==> src/rtl/rdl_apb_bridge_if.sv <==
// rtl/rdl_apb_bridge_if.sv - APB slave port plus register-bank strobe bus
interface rdl_apb_bridge_if #(
    parameter int AW = 12,
    parameter int DW = 32
);
    // APB side
    logic              psel;
    logic              penable;
    logic              pwrite;
    logic [AW-1:0]     paddr;
    logic [DW-1:0]     pwdata;
    logic [DW/8-1:0]   pstrb;
    logic              pready;
    logic [DW-1:0]     prdata;
    logic              pslverr;
    // register-bank side
    logic [AW-1:0]     reg_addr;
    logic [DW-1:0]     reg_wd;
    logic [DW/8-1:0]   reg_be;
    logic              reg_we;
    logic              reg_re;
    logic [DW-1:0]     reg_rd;
    logic              reg_err;

    // The bridge: APB slave, register-bank master
    modport slave (
        input  psel, penable, pwrite, paddr, pwdata, pstrb, reg_rd, reg_err,
        output pready, prdata, pslverr, reg_addr, reg_wd, reg_be, reg_we, reg_re
    );

    // The surroundings: APB master plus register bank
    modport master (
        output psel, penable, pwrite, paddr, pwdata, pstrb, reg_rd, reg_err,
        input  pready, prdata, pslverr, reg_addr, reg_wd, reg_be, reg_we, reg_re
    );
endinterface

==> src/rtl/rdl_apb_bridge.sv <==
// rtl/rdl_apb_bridge.sv - APB slave to single-strobe register-bank bridge
module rdl_apb_bridge #(
    parameter int AW        = 12,
    parameter int DW        = 32,
    parameter int RdLatency = 1
) (
    input  logic                clk,
    input  logic                rst_n,
    rdl_apb_bridge_if.slave     bus
);
    typedef enum logic [1:0] {IDLE, ISSUE, WAIT, RESP} state_t;

    localparam int CntW = $clog2(4);
    // WAIT is entered only when RdLatency >= 1, so the load value never underflows
    localparam logic [CntW-1:0] WaitLoad = CntW'(RdLatency > 0 ? RdLatency - 1 : 0);

    state_t             state_q;
    logic [CntW-1:0]    cnt_q;
    logic               dir_q;      // 1 = write
    logic               mis_q;      // captured address was not word aligned
    logic               pready_q;
    logic               pslverr_q;
    logic [DW-1:0]      prdata_q;
    logic [AW-1:0]      reg_addr_q;
    logic [DW-1:0]      reg_wd_q;
    logic [DW/8-1:0]    reg_be_q;
    logic               reg_we_q;
    logic               reg_re_q;

    logic               setup_d;
    logic               mis_d;

    assign setup_d = bus.psel & ~bus.penable;
    assign mis_d   = |bus.paddr[1:0];

    // Transfer sequencer: every output below is a flop set one state ahead
    always_ff @(posedge clk or negedge rst_n) begin
        if (!rst_n) begin
            state_q    <= IDLE;
            cnt_q      <= '0;
            dir_q      <= 1'b0;
            mis_q      <= 1'b0;
            pready_q   <= 1'b0;
            pslverr_q  <= 1'b0;
            prdata_q   <= '0;
            reg_addr_q <= '0;
            reg_wd_q   <= '0;
            reg_be_q   <= '0;
            reg_we_q   <= 1'b0;
            reg_re_q   <= 1'b0;
        end else begin
            // strobes are single-cycle: they are only ever raised on the IDLE->ISSUE step
            reg_we_q <= 1'b0;
            reg_re_q <= 1'b0;
            case (state_q)
                IDLE: begin
                    if (setup_d) begin
                        reg_addr_q <= bus.paddr;
                        reg_wd_q   <= bus.pwdata;
                        reg_be_q   <= bus.pstrb;
                        dir_q      <= bus.pwrite;
                        mis_q      <= mis_d;
                        // misaligned accesses and empty-strobe writes never reach the bank
                        reg_we_q   <= bus.pwrite & ~mis_d & (|bus.pstrb);
                        reg_re_q   <= ~bus.pwrite & ~mis_d;
                        state_q    <= ISSUE;
                    end
                end
                ISSUE: begin
                    if (mis_q || dir_q || (RdLatency == 0)) begin
                        // reg_err only counts when a strobe actually went out this cycle
                        state_q   <= RESP;
                        pready_q  <= 1'b1;
                        pslverr_q <= mis_q | ((reg_we_q | reg_re_q) & bus.reg_err);
                        prdata_q  <= reg_re_q ? bus.reg_rd : '0;
                    end else begin
                        state_q <= WAIT;
                        cnt_q   <= WaitLoad;
                    end
                end
                WAIT: begin
                    if (!bus.psel) begin
                        // master gave up: drop the transfer, the issued read stays issued
                        state_q <= IDLE;
                        cnt_q   <= '0;
                    end else if (cnt_q == '0) begin
                        state_q   <= RESP;
                        pready_q  <= 1'b1;
                        pslverr_q <= bus.reg_err;
                        prdata_q  <= bus.reg_rd;
                    end else begin
                        cnt_q <= cnt_q - 1'b1;
                    end
                end
                RESP: begin
                    // any setup seen here is ignored; the master re-presents it next cycle
                    state_q   <= IDLE;
                    pready_q  <= 1'b0;
                    pslverr_q <= 1'b0;
                    prdata_q  <= '0;
                end
                default: begin
                    state_q <= IDLE;
                end
            endcase
        end
    end

    assign bus.pready   = pready_q;
    assign bus.pslverr  = pslverr_q;
    assign bus.prdata   = prdata_q;
    assign bus.reg_addr = reg_addr_q;
    assign bus.reg_wd   = reg_wd_q;
    assign bus.reg_be   = reg_be_q;
    assign bus.reg_we   = reg_we_q;
    assign bus.reg_re   = reg_re_q;
endmodule

==> src/flat_wrapper.sv <==
// flat-port wrapper written by rule: the top's interface ports become plain ports
module rdl_apb_bridge_flat 
#(
    parameter int AW        = 12,
    parameter int DW        = 32,
    parameter int RdLatency = 1
)
  (clk, rst_n, bus_psel, bus_penable, bus_pwrite, bus_paddr, bus_pwdata, bus_pstrb, bus_reg_rd, bus_reg_err, bus_pready, bus_prdata, bus_pslverr, bus_reg_addr, bus_reg_wd, bus_reg_be, bus_reg_we, bus_reg_re);
  rdl_apb_bridge_if #(.AW(AW), .DW(DW)) bus_i ();
  input  logic clk;
  input  logic rst_n;
  input wire logic [$bits(bus_i.psel)-1:0] bus_psel;
  input wire logic [$bits(bus_i.penable)-1:0] bus_penable;
  input wire logic [$bits(bus_i.pwrite)-1:0] bus_pwrite;
  input wire logic [$bits(bus_i.paddr)-1:0] bus_paddr;
  input wire logic [$bits(bus_i.pwdata)-1:0] bus_pwdata;
  input wire logic [$bits(bus_i.pstrb)-1:0] bus_pstrb;
  input wire logic [$bits(bus_i.reg_rd)-1:0] bus_reg_rd;
  input wire logic [$bits(bus_i.reg_err)-1:0] bus_reg_err;
  output wire logic [$bits(bus_i.pready)-1:0] bus_pready;
  output wire logic [$bits(bus_i.prdata)-1:0] bus_prdata;
  output wire logic [$bits(bus_i.pslverr)-1:0] bus_pslverr;
  output wire logic [$bits(bus_i.reg_addr)-1:0] bus_reg_addr;
  output wire logic [$bits(bus_i.reg_wd)-1:0] bus_reg_wd;
  output wire logic [$bits(bus_i.reg_be)-1:0] bus_reg_be;
  output wire logic [$bits(bus_i.reg_we)-1:0] bus_reg_we;
  output wire logic [$bits(bus_i.reg_re)-1:0] bus_reg_re;
  assign bus_i.psel = bus_psel;
  assign bus_i.penable = bus_penable;
  assign bus_i.pwrite = bus_pwrite;
  assign bus_i.paddr = bus_paddr;
  assign bus_i.pwdata = bus_pwdata;
  assign bus_i.pstrb = bus_pstrb;
  assign bus_i.reg_rd = bus_reg_rd;
  assign bus_i.reg_err = bus_reg_err;
  assign bus_pready = bus_i.pready;
  assign bus_prdata = bus_i.prdata;
  assign bus_pslverr = bus_i.pslverr;
  assign bus_reg_addr = bus_i.reg_addr;
  assign bus_reg_wd = bus_i.reg_wd;
  assign bus_reg_be = bus_i.reg_be;
  assign bus_reg_we = bus_i.reg_we;
  assign bus_reg_re = bus_i.reg_re;
  rdl_apb_bridge #(.AW(AW), .DW(DW), .RdLatency(RdLatency)) u_core (.clk(clk), .rst_n(rst_n), .bus(bus_i));
endmodule
==> config.mk <==
export PLATFORM = sky130hd
export DESIGN_NAME = rdl_apb_bridge_flat
export DESIGN_NICKNAME = d
export VERILOG_FILES = /design/src/rtl/rdl_apb_bridge_if.sv /design/src/rtl/rdl_apb_bridge.sv /design/src/flat_wrapper.sv
export SDC_FILE = /design/constraint.sdc
export NUM_CORES = 1
export LEC_CHECK = 0
export ABC_AREA = 0
export ABC_CLOCK_PERIOD_IN_PS = 2340
export BUFFER_PORTS_ARGS = -buffer_cell sky130_fd_sc_hd__buf_2
export CAP_MARGIN = 20
export CORE_UTILIZATION = 35
export CTS_CLUSTER_SIZE = 20
export DETAILED_ROUTE_END_ITERATION = 8
export MAX_ROUTING_LAYER = met4
export SYNTH_ARGS = -nofsm -noshare
export SYNTH_HDL_FRONTEND = slang
export SYNTH_SLANG_ARGS = --single-unit
==> constraint.sdc <==
create_clock -name clk -period 2.34 [get_ports clk]
set_clock_uncertainty 0.1 [all_clocks]
set_input_delay 0.585 -clock clk [delete_from_list [all_inputs] [get_ports clk]]
set_output_delay 0.585 -clock clk [all_outputs]
set_load 0.02 [all_outputs]
## Yosys cells after proc, flatten, opt, wreduce, memory -nomap -nowiden

Index checks and enable logic that the tools add are counted.

| storage, ports and cells | value |
|---|---|
| word-level logic and storage cells | 70 |
| register bits after elaboration | 90 |
| bits in read-only memories | 0 |
| bits in writable memories | 0 |
| output and inout port bits | 84 |
| bits in latches | 0 |
| bits of input ports | 86 |
| memories kept | 0 |

| cells by class | value |
|---|---|
| add/sub/neg operators | 1 |
| eq/ne operators | 10 |
| divide/modulo/power cells | 0 |
| magnitude comparators | 0 |
| muxes and demuxes | 26 |
| bitwise logic cells | 10 |
| reduce and logical (&&, ||, !) cells | 11 |
| shifts and indexed selects | 0 |
| $mul | 0 |

Operators with widths:

| operator | count |
|---|---|
| 2-to-1 mux 32 bit | 4 |
| one-hot mux 32 bit (3 select lines) | 1 |
| 2-to-1 mux 2 bit | 6 |
| 2-to-1 mux 1 bit | 11 |
| one-hot mux 2 bit (4 select lines) | 1 |
| != test 2 x 1 -> 1 bit (second input constant) | 3 |
| one-hot mux 1 bit (3 select lines) | 2 |
| AND 1 bit | 5 |
| equality test 2 bit (second input constant) | 2 |
| logical NOT 2 bit | 2 |
| != test 2 bit (second input constant) | 2 |
| one-hot mux 2 bit (2 select lines) | 1 |
| AND reduction 2 bit | 2 |
| AND reduction 4 bit | 1 |
| OR reduction 4 bit | 1 |
| != test 3 x 2 -> 1 bit (second input constant) | 1 |
| != test 3 bit (second input constant) | 1 |
| NOT 1 bit | 3 |
| AND reduction 3 bit | 1 |
| nonzero test 3 bit | 1 |
| equality test 2 x 1 -> 1 bit (second input constant) | 1 |
| OR 1 bit | 2 |
| nonzero test 2 bit | 1 |
| OR reduction 2 bit | 1 |
| 2 further kinds | 2 |

## Longest topological paths before layout

Gate-level depths: netlist of run 1.

| logic depth | value |
|---|---|
| depth after elaboration | 6 |
| mapped depth | 6 |
| mapped depth without buffers | 5 |

## Worst setup path before layout of run 1

No wires, ideal clock.

| timing | value |
|---|---|
| kind | input to register |
| start | input port bus_penable |
| end | register u_core.reg_addr_q[0], in the netlist u_core.bus.reg_addr[0] |
| stages | 3 |
| path slack | 594 ps |
| arrival time | 1521 ps |
| buffers on the path | 1 |
| path through | nor4b_4 > buf_6 > mux2_2 |

| between the ends | value |
|---|---|
| cells in the longest elaborated chain, start to end | 3 |

Ends and longest elaborated chain:

| element | line | RTL |
|---|---|---|
| start: declaration | flat_wrapper.sv:13 | `input wire logic [$bits(bus_i.penable)-1:0] bus_penable;` |
| NOT 1 bit | rdl_apb_bridge.sv:33 | `assign setup_d = bus.psel & ~bus.penable;` |
| AND 1 bit | rdl_apb_bridge.sv:33 |  |
| AND reduction 2 bit (no source line) | n/a |  |
| end signal: assignment | rdl_apb_bridge.sv:58 | `reg_addr_q <= bus.paddr;` |
| end: declaration | rdl_apb_bridge.sv:24 | `logic [AW-1:0] reg_addr_q;` |

Every way passes these cells.
A chain may end at the register's enable or synchronous reset.

## Worst setup path after layout of run 1

| timing | value |
|---|---|
| start | register u_core.state_q[1] |
| end | register u_core.prdata_q[5], in the netlist u_core.bus.prdata[5] |

| between the ends | value |
|---|---|
| cells in the longest elaborated chain, start to end | 3 |

Ends and longest elaborated chain:

| element | line | RTL |
|---|---|---|
| start: declaration | rdl_apb_bridge.sv:17 | `state_t state_q;` |
| start signal: assignment | rdl_apb_bridge.sv:39 | `state_q <= IDLE;` |
| start signal: assignment | rdl_apb_bridge.sv:66 | `state_q <= ISSUE;` |
| start signal: assignment | rdl_apb_bridge.sv:72 | `state_q <= RESP;` |
| equality test 2 bit or equality test 2 x 1 -> 1 bit (tied branches) | rdl_apb_bridge.sv:55 | `case (state_q)` |
| != test 2 x 1 -> 1 bit (no source line) (tied with other cells) | n/a |  |
| AND reduction 4 bit (no source line) | n/a |  |
| end signal: assignment | rdl_apb_bridge.sv:75 | `prdata_q <= reg_re_q ? bus.reg_rd : '0;` |
| end signal: assignment | rdl_apb_bridge.sv:90 | `prdata_q <= bus.reg_rd;` |
| end: declaration | rdl_apb_bridge.sv:23 | `logic [DW-1:0] prdata_q;` |

Several ways; a longest one is shown, not always the timed one.

==> results of run 1 <==
==> stage by stage <==
step / power (W) / instances / hold WS (ns) / setup slack (ns)
3_5_place_dp: 0.00614 / 555 / 0.390 / 0.315
2_1_floorplan: 0.00509 / 262 / 0.189 / 0.594
5_1_grt: 0.00756 / 571 / 0.114 / 0.146
3_3_place_gp: 0.00607 / 555 / 0.365 / 0.359
4_1_cts: 0.00720 / 571 / 0.0925 / 0.287
6_report: 0.00711 / 571 / 0.0897 / 0.294
==> metal layers <==
metal / wire length (um) / up-vias / share of wire [%]
met5: 0 / - / 0
li1: - / 1295 / -
met3: 495 / 9 / 6.0
met2: 3850 / 111 / 47
met4: 85 / 0 / 1.0
met1: 3840 / 1357 / 46
==> sequential cells by signal, indices dropped and copies added (netlist names), 2 cells and up <==
register and count:
u_core.bus.reg_wd 32, u_core.cnt_q 2, u_core.bus.reg_addr 12, u_core.bus.prdata 32, u_core.state_q 2, u_core.bus.reg_be 4
==> synthesized netlist by cell type, drive strengths merged <==
cell type / n / area (um^2)
a21o: 3 / 22.5
a21oi: 1 / 5.00
ha: 1 / 12.5
nand3b: 1 / 7.51
a31o: 32 / 280
o21a: 2 / 15.0
clkbuf: 6 / 22.5
a31oi: 1 / 6.26
buf: 13 / 128
o41ai: 1 / 8.76
nand3: 1 / 5.00
nor2: 7 / 26.3
nand2: 3 / 11.3
dfrtp: 90 / 2250
inv: 4 / 15.0
nor2b: 2 / 12.5
o21ai: 2 / 10.0
o31ai: 1 / 21.3
o311ai: 1 / 8.76
mux2: 50 / 593
o22ai: 1 / 6.26
nor4b: 2 / 32.5
nand2b: 2 / 12.5
nor4: 1 / 6.26
o21bai: 1 / 7.51
and3: 32 / 200
a22oi: 1 / 7.51
==> area by class of cell <==
type | instances | area [um^2] | area share (%)
clock buffers | 12 | 135 | 2.77
clock inverters | 4 | 52.6 | 1.08
inverters | 4 | 15.0 | 0.308
multi-input cells | 149 | 1320 | 27.1
flip-flops and latches | 90 | 2250 | 46.2
well taps | 136 | 170 | 3.49
repair buffers | 176 | 926 | 19.0
==> worst max path at each step <==
stage,startpoint,endpoint,slack (ns),cells after the start
2_1_floorplan,bus_penable,u_core.bus.reg_addr[0],0.59,3
3_5_place_dp,u_core.state_q[1],u_core.bus.prdata[4],0.32,3
4_1_cts,u_core.state_q[1],u_core.bus.prdata[5],0.29,3
3_3_place_gp,u_core.state_q[1],u_core.bus.prdata[18],0.36,3
5_1_grt,u_core.state_q[1],u_core.bus.prdata[17],0.15,3
6_report,u_core.state_q[1],u_core.bus.prdata[5],0.29,3
==> worst max-delay path, cell delays in order (launching register included) <==
cell and delay (ns):
sky130_fd_sc_hd__dfrtp_1 0.56, sky130_fd_sc_hd__nor2b_1 0.22, sky130_fd_sc_hd__a21o_1 0.81, sky130_fd_sc_hd__a31o_2 0.27
==> logic make-up after synthesis <==
family,after synthesis,synth area share [%]
simple gates,51,8.41
flops,90,60.3
fa+ha+maj,1,0.335
buf+inv,23,4.42
mux,50,15.9
compound gates,47,10.7
==> where the power goes <==
group	total (W)	internal (W)	switching, W
clock	0.00103	0.000496	0.000531
combinational	0.00335	0.00144	0.00191
sequential	0.00273	0.00231	0.000422
total	0.00711	0.00425	0.00286
==> reports/results.md, run 1 <==
| Group | Parameter | Reported |
| --- | --- | --- |
| status | Run status | completed |
| floorplan | Die X-Extent | 105 um |
| synth | Sequential cell area fraction in the yosys report | 60.3% |
| critical path | WP data required | 2.52 ns |
| timing | Number of failing hold endpoints at the final stage | 0 |
| placement | Detailed placer's ending HPWL | 5740 um |
| floorplan | Effective utilization at floorplan | 36.2% |
| timing | Highest attainable clock frequency | 489 MHz |
| power and ir drop | Pwr Density | 1460 mW/mm^2 |
| placement | Cell area reported after detailed placement | 0.00468 mm^2 |
| clock network | TritonCTS clock tree | built |
| clock network | CTS buffer count | 9 |
| synth | Synthesized instance count | 262 |
| power and ir drop | Worst IR drop on VDD | 0.638 mV |
| synth | Flop and latch count out of synthesis | 90 |
| timing | Minimum clock period | 2.05 ns |
| cells and area | # nets final | 517 |
| clock network | Clk sinks | 90 |
| timing | Final Setup Violations | 0 |
| critical path | Type of destination of the critical path | register |
| clock network | Clock latency of the later-clocked register in the worst-skew pair | 0.35 ns |
| timing | Slew at the pin with the worst max-slew slack | 1.06 ns |
| grt | Largest net degree at the start of global routing | 51 |
| timing | Slew margin rel. | 29.1% |
| critical path | Arrival time of data at the critical path endpoint | 2.22 ns |
| grt | Met2 Usage GRT | 24.0% |
| timing | Final Slew Violations | 0 |
| placement | Routability cong. | 0.754 |
| hold path | Hold WC Path Type | primary input to asynchronous set/reset pin |
| job | Number of violations of the max-capacitance limit | 0 |
| synth | Synth Net Count | 349 |
| critical path | Startpoint class of the critical path | register |
| floorplan | Row count | 37 |
| grt | Vias in the first global route | 2776 |
| detailed routing | Total length of routed wires | 8270 um |
| cells and area | Most used cells in the layout excluding fill and tap cells | sky130_fd_sc_hd__buf_2 (168), sky130_fd_sc_hd__dfrtp_1 (90), sky130_fd_sc_hd__mux2_2 (42) |
| cells and area | Final Util | 47.2% |
| critical path | Reg2Reg Launch Point | u_core.state_q[1] |
| clock network | H-tree depth | 3 |
| clock network | Post-CTS setup repair buffer count | 0 |
| floorplan | Boundary pin count | 170 |
| floorplan | Height of the chip | 105 um |
| timing | Portion of the clock cycle consumed by the worst path in the final layout | 87.4% |
| critical path | Maximum fanout along the worst path | 32 |
| synth | Number of distinct library cells after synthesis | 30 |
| critical path | Depth of the most critical reg-to-reg path | 3 |
| detailed routing | # DRC | 0 |
| synth | Average footprint of a synthesized cell | 14.3 um^2 |
| clock network | Number of gates resized after CTS | 0 |
| synth | Number of synthesis warnings | 0 |
| grt | Overall track demand over capacity in global routing | 15.8% |
| cells and area | Count of filler cells inserted in the layout | 966 |
| clock network | Clock transition at the register clock pins on the worst setup and hold paths after CTS | 0.09 ns |
| timing | Final setup TNS | 0 ns |
| grt | Met3 track demand over resource in global routing | 2.54% |
| cells and area | Cell area after layout | 0.00487 mm^2 |
| detailed routing | Routed wirelength normalized by instance count | 14.5 um |
| clock network | Count of hold buffers inserted by post-cts repair | 0 |
| detailed routing | Number of vias per cell | 4.85 |
| grt | Grt peak-use layer | met2 |
| critical path | Endpoint of the worst-slack reg-to-reg timing path | u_core.bus.prdata[5] |
| detailed routing | Number of iterations in the first detailed-routing pass | 4 |
| detailed routing | Post-route ant nets | 0 |
| floorplan | Core area | 0.0103 mm^2 |
| timing | RSZ-0062 raised after global routing | no |
| power and ir drop | Static Leakage | 2.59 nW |
| clock network | Root buffer selected by CTS | sky130_fd_sc_hd__clkbuf_8 |
| cells and area | Antenna fix cells | 0 |
| detailed routing | Iter 0 DRT Violations | 150 |
| grt | Number of antenna violations at the first check in global routing | 0 |
| cells and area | Share of cells above drive strength 1 | 62.8% |
| detailed routing | Routed vias | 2772 |
| critical path | Type of the setup path with the least slack | register to register |
| placement | Port-buffer cells | 169 |
| grt | Global routing usage on met1 | 21.7% |
| critical path | Register-to-register setup slack | 0.29 ns |
| cells and area | Area growth from synthesis to layout | 30.3% |
| clock network | Clk buf depth | 2 |
| cells and area | Most frequent standard cell in the layout excluding fill and tap cells | sky130_fd_sc_hd__buf_2 |
| grt | First-pass GRT wire length | 13600 um |
| synth | Post-Synthesis Cell Area | 0.00374 mm^2 |
| floorplan | Die area | 0.0111 mm^2 |
| grt | Final global-route overflow total | 0 |
Note: power is estimated with default switching activity, not from simulation.
==> run 2: changes to the inputs <==
Settings changed: PLACE_DENSITY set to 0.73.
==> run 2 against run 1 <==
Against the previous run: wire length is 2.1% lower; combinational power hardly changed; core utilization is 0.16 points higher; largest cell class unchanged; hold slack better by 0.017 ns; count of clock-buffer cells in the layout is 1 lower.
==> reports/results.md, run 2 (synthesis gave the netlist of run 1 again) <==
| Group | Parameter | Reported |
| --- | --- | --- |
| critical path | Maximum fanout along the worst path | 32 |
| detailed routing | # DRC | 0 |
| clock network | CTS buffer count | 9 |
| clock network | Clock transition at the register clock pins on the worst setup and hold paths after CTS | 0.09 ns |
| placement | Pre-CTS setup slack | 0.338 ns |
| power and ir drop | Worst IR drop on VDD | 0.595 mV |
| job | Number of violations of the max-capacitance limit | 0 |
| cells and area | Final Util | 47.3% |
| timing | Slew margin rel. | 31.6% |
| detailed routing | Routed vias | 2792 |
| clock network | TritonCTS clock tree | built |
| clock network | Clk sinks | 90 |
| placement | Cell area reported after detailed placement | 0.00468 mm^2 |
| floorplan | Die X-Extent | 105 um |
| cells and area | Non-filler instance count after layout | 571 |
| grt | First-pass GRT wire length | 13500 um |
| clock network | Number of gates resized after CTS | 0 |
| timing | Portion of the clock cycle consumed by the worst path in the final layout | 84.5% |
| critical path | Type of the setup path with the least slack | register to register |
| detailed routing | Number of iterations in the first detailed-routing pass | 5 |
| placement | Routability cong. | 0.761 |
| critical path | Depth of the most critical reg-to-reg path | 3 |
| grt | Overall track demand over capacity in global routing | 15.7% |
| grt | Final global-route overflow total | 0 |
| grt | Largest net degree at the start of global routing | 50 |
| floorplan | Boundary pin count | 170 |
| floorplan | Effective utilization at floorplan | 36.2% |
| detailed routing | Iter 0 DRT Violations | 161 |
| cells and area | Count of filler cells inserted in the layout | 946 |
| critical path | Startpoint class of the critical path | register |
| cells and area | Cell area after layout | 0.00489 mm^2 |
| grt | Vias in the first global route | 2877 |
| clock network | Count of hold buffers inserted by post-cts repair | 0 |
| grt | Number of antenna violations at the first check in global routing | 0 |
| critical path | Reg2Reg Launch Point | u_core.state_q[1] |
| critical path | Type of destination of the critical path | register |
| status | Run status | completed |
| cells and area | Multi-input combinational cell area | 0.00132 mm^2 |
| cells and area | Share of cells above drive strength 1 | 63.4% |
| detailed routing | Number of vias per cell | 4.89 |
| timing | Final Slew Violations | 0 |
| placement | Port-buffer cells | 169 |
| floorplan | Die area | 0.0111 mm^2 |
| placement | # placed instances | 555 |
| detailed routing | Post-route ant nets | 0 |
| placement | Detailed placer's ending HPWL | 5680 um |
| cells and area | Antenna fix cells | 0 |
| timing | Highest attainable clock frequency | 506 MHz |
| floorplan | Height of the chip | 105 um |
| cells and area | Most used cells in the layout excluding fill and tap cells | sky130_fd_sc_hd__buf_2 (168), sky130_fd_sc_hd__dfrtp_1 (90), sky130_fd_sc_hd__mux2_2 (42) |
| cells and area | # nets final | 517 |
| cells and area | Area growth from synthesis to layout | 30.8% |
| timing | Final worst slack | 0.364 ns |
| clock network | H-tree depth | 3 |
| power and ir drop | Static Leakage | 2.61 nW |
| floorplan | Row count | 37 |
| cells and area | Register Area | 0.00225 mm^2 |
| timing | Final Setup Violations | 0 |
| clock network | Root buffer selected by CTS | sky130_fd_sc_hd__clkbuf_8 |
| hold path | Hold WC Path Type | primary input to asynchronous set/reset pin |
| floorplan | Core area | 0.0103 mm^2 |
| critical path | Arrival time of data at the critical path endpoint | 2.17 ns |
| timing | Slew at the pin with the worst max-slew slack | 1.03 ns |
| clock network | Clock latency of the later-clocked register in the worst-skew pair | 0.35 ns |
| clock network | Clk buf depth | 2 |
| cells and area | Most frequent standard cell in the layout excluding fill and tap cells | sky130_fd_sc_hd__buf_2 |
| timing | Final setup TNS | 0 ns |
| detailed routing | Total length of routed wires | 8090 um |
| power and ir drop | Pwr Density | 1470 mW/mm^2 |
| critical path | Worst setup path startpoint | u_core.state_q[1] |
| timing | Number of failing hold endpoints at the final stage | 0 |
| timing | RSZ-0062 raised after global routing | no |
| clock network | Post-CTS setup repair buffer count | 0 |
| timing | Minimum clock period | 1.98 ns |
| detailed routing | Routed wirelength normalized by instance count | 14.2 um |
| critical path | WP data required | 2.53 ns |
run 2: layout make-up:
type	instances	share of cell area, %
clock inverters	5	1.08
multi-input cells	149	27.0
inverters	4	0.307
well taps	136	3.48
repair buffers	176	19.0
clock buffers	11	3.10
flip-flops and latches	90	46.1
run 2: metrics by stage:
step,power [W],hold slack (ns)
after floorplan,0.00509,0.189
after global placement,0.00604,0.366
after detailed placement,0.00614,0.390
after CTS,0.00725,0.110
after global routing,0.00765,0.123
final,0.00717,0.107
run 2: worst paths after layout:
check | to | slack, ns
max | u_core.bus.prdata[11] | 0.36
min | u_core.bus.reg_addr[2] | 0.11
max reg2reg | u_core.bus.prdata[11] | 0.36
min reg2reg | u_core.bus.reg_addr[1] | 0.41
max in group asynchronous | u_core.bus.prdata[9] | 1.39
min in group clk | u_core.bus.reg_re | 0.33
run 2: worst max-delay path, stage by stage, from the launching register on:
cell and delay, ns:
sky130_fd_sc_hd__dfrtp_1 0.54, sky130_fd_sc_hd__nor2b_1 0.21, sky130_fd_sc_hd__a21o_1 0.79, sky130_fd_sc_hd__a31o_2 0.27
run 2: metal layers:
layer	global-route usage (%)	up-vias	wire, um	share of wire, %
met5	-	-	0	0
met4	4.83	0	74	0.91
met2	25.1	116	3980	49
met1	19.6	1380	3480	43
li1	-	1290	-	-
met3	4.02	6	553	6.8
run 2: power by group:
group          total [W]  internal, W  switching [W]
clock network    0.00108     0.000547       0.000535
logic            0.00335      0.00144        0.00190
registers        0.00274      0.00231       0.000431
total            0.00717      0.00430        0.00287
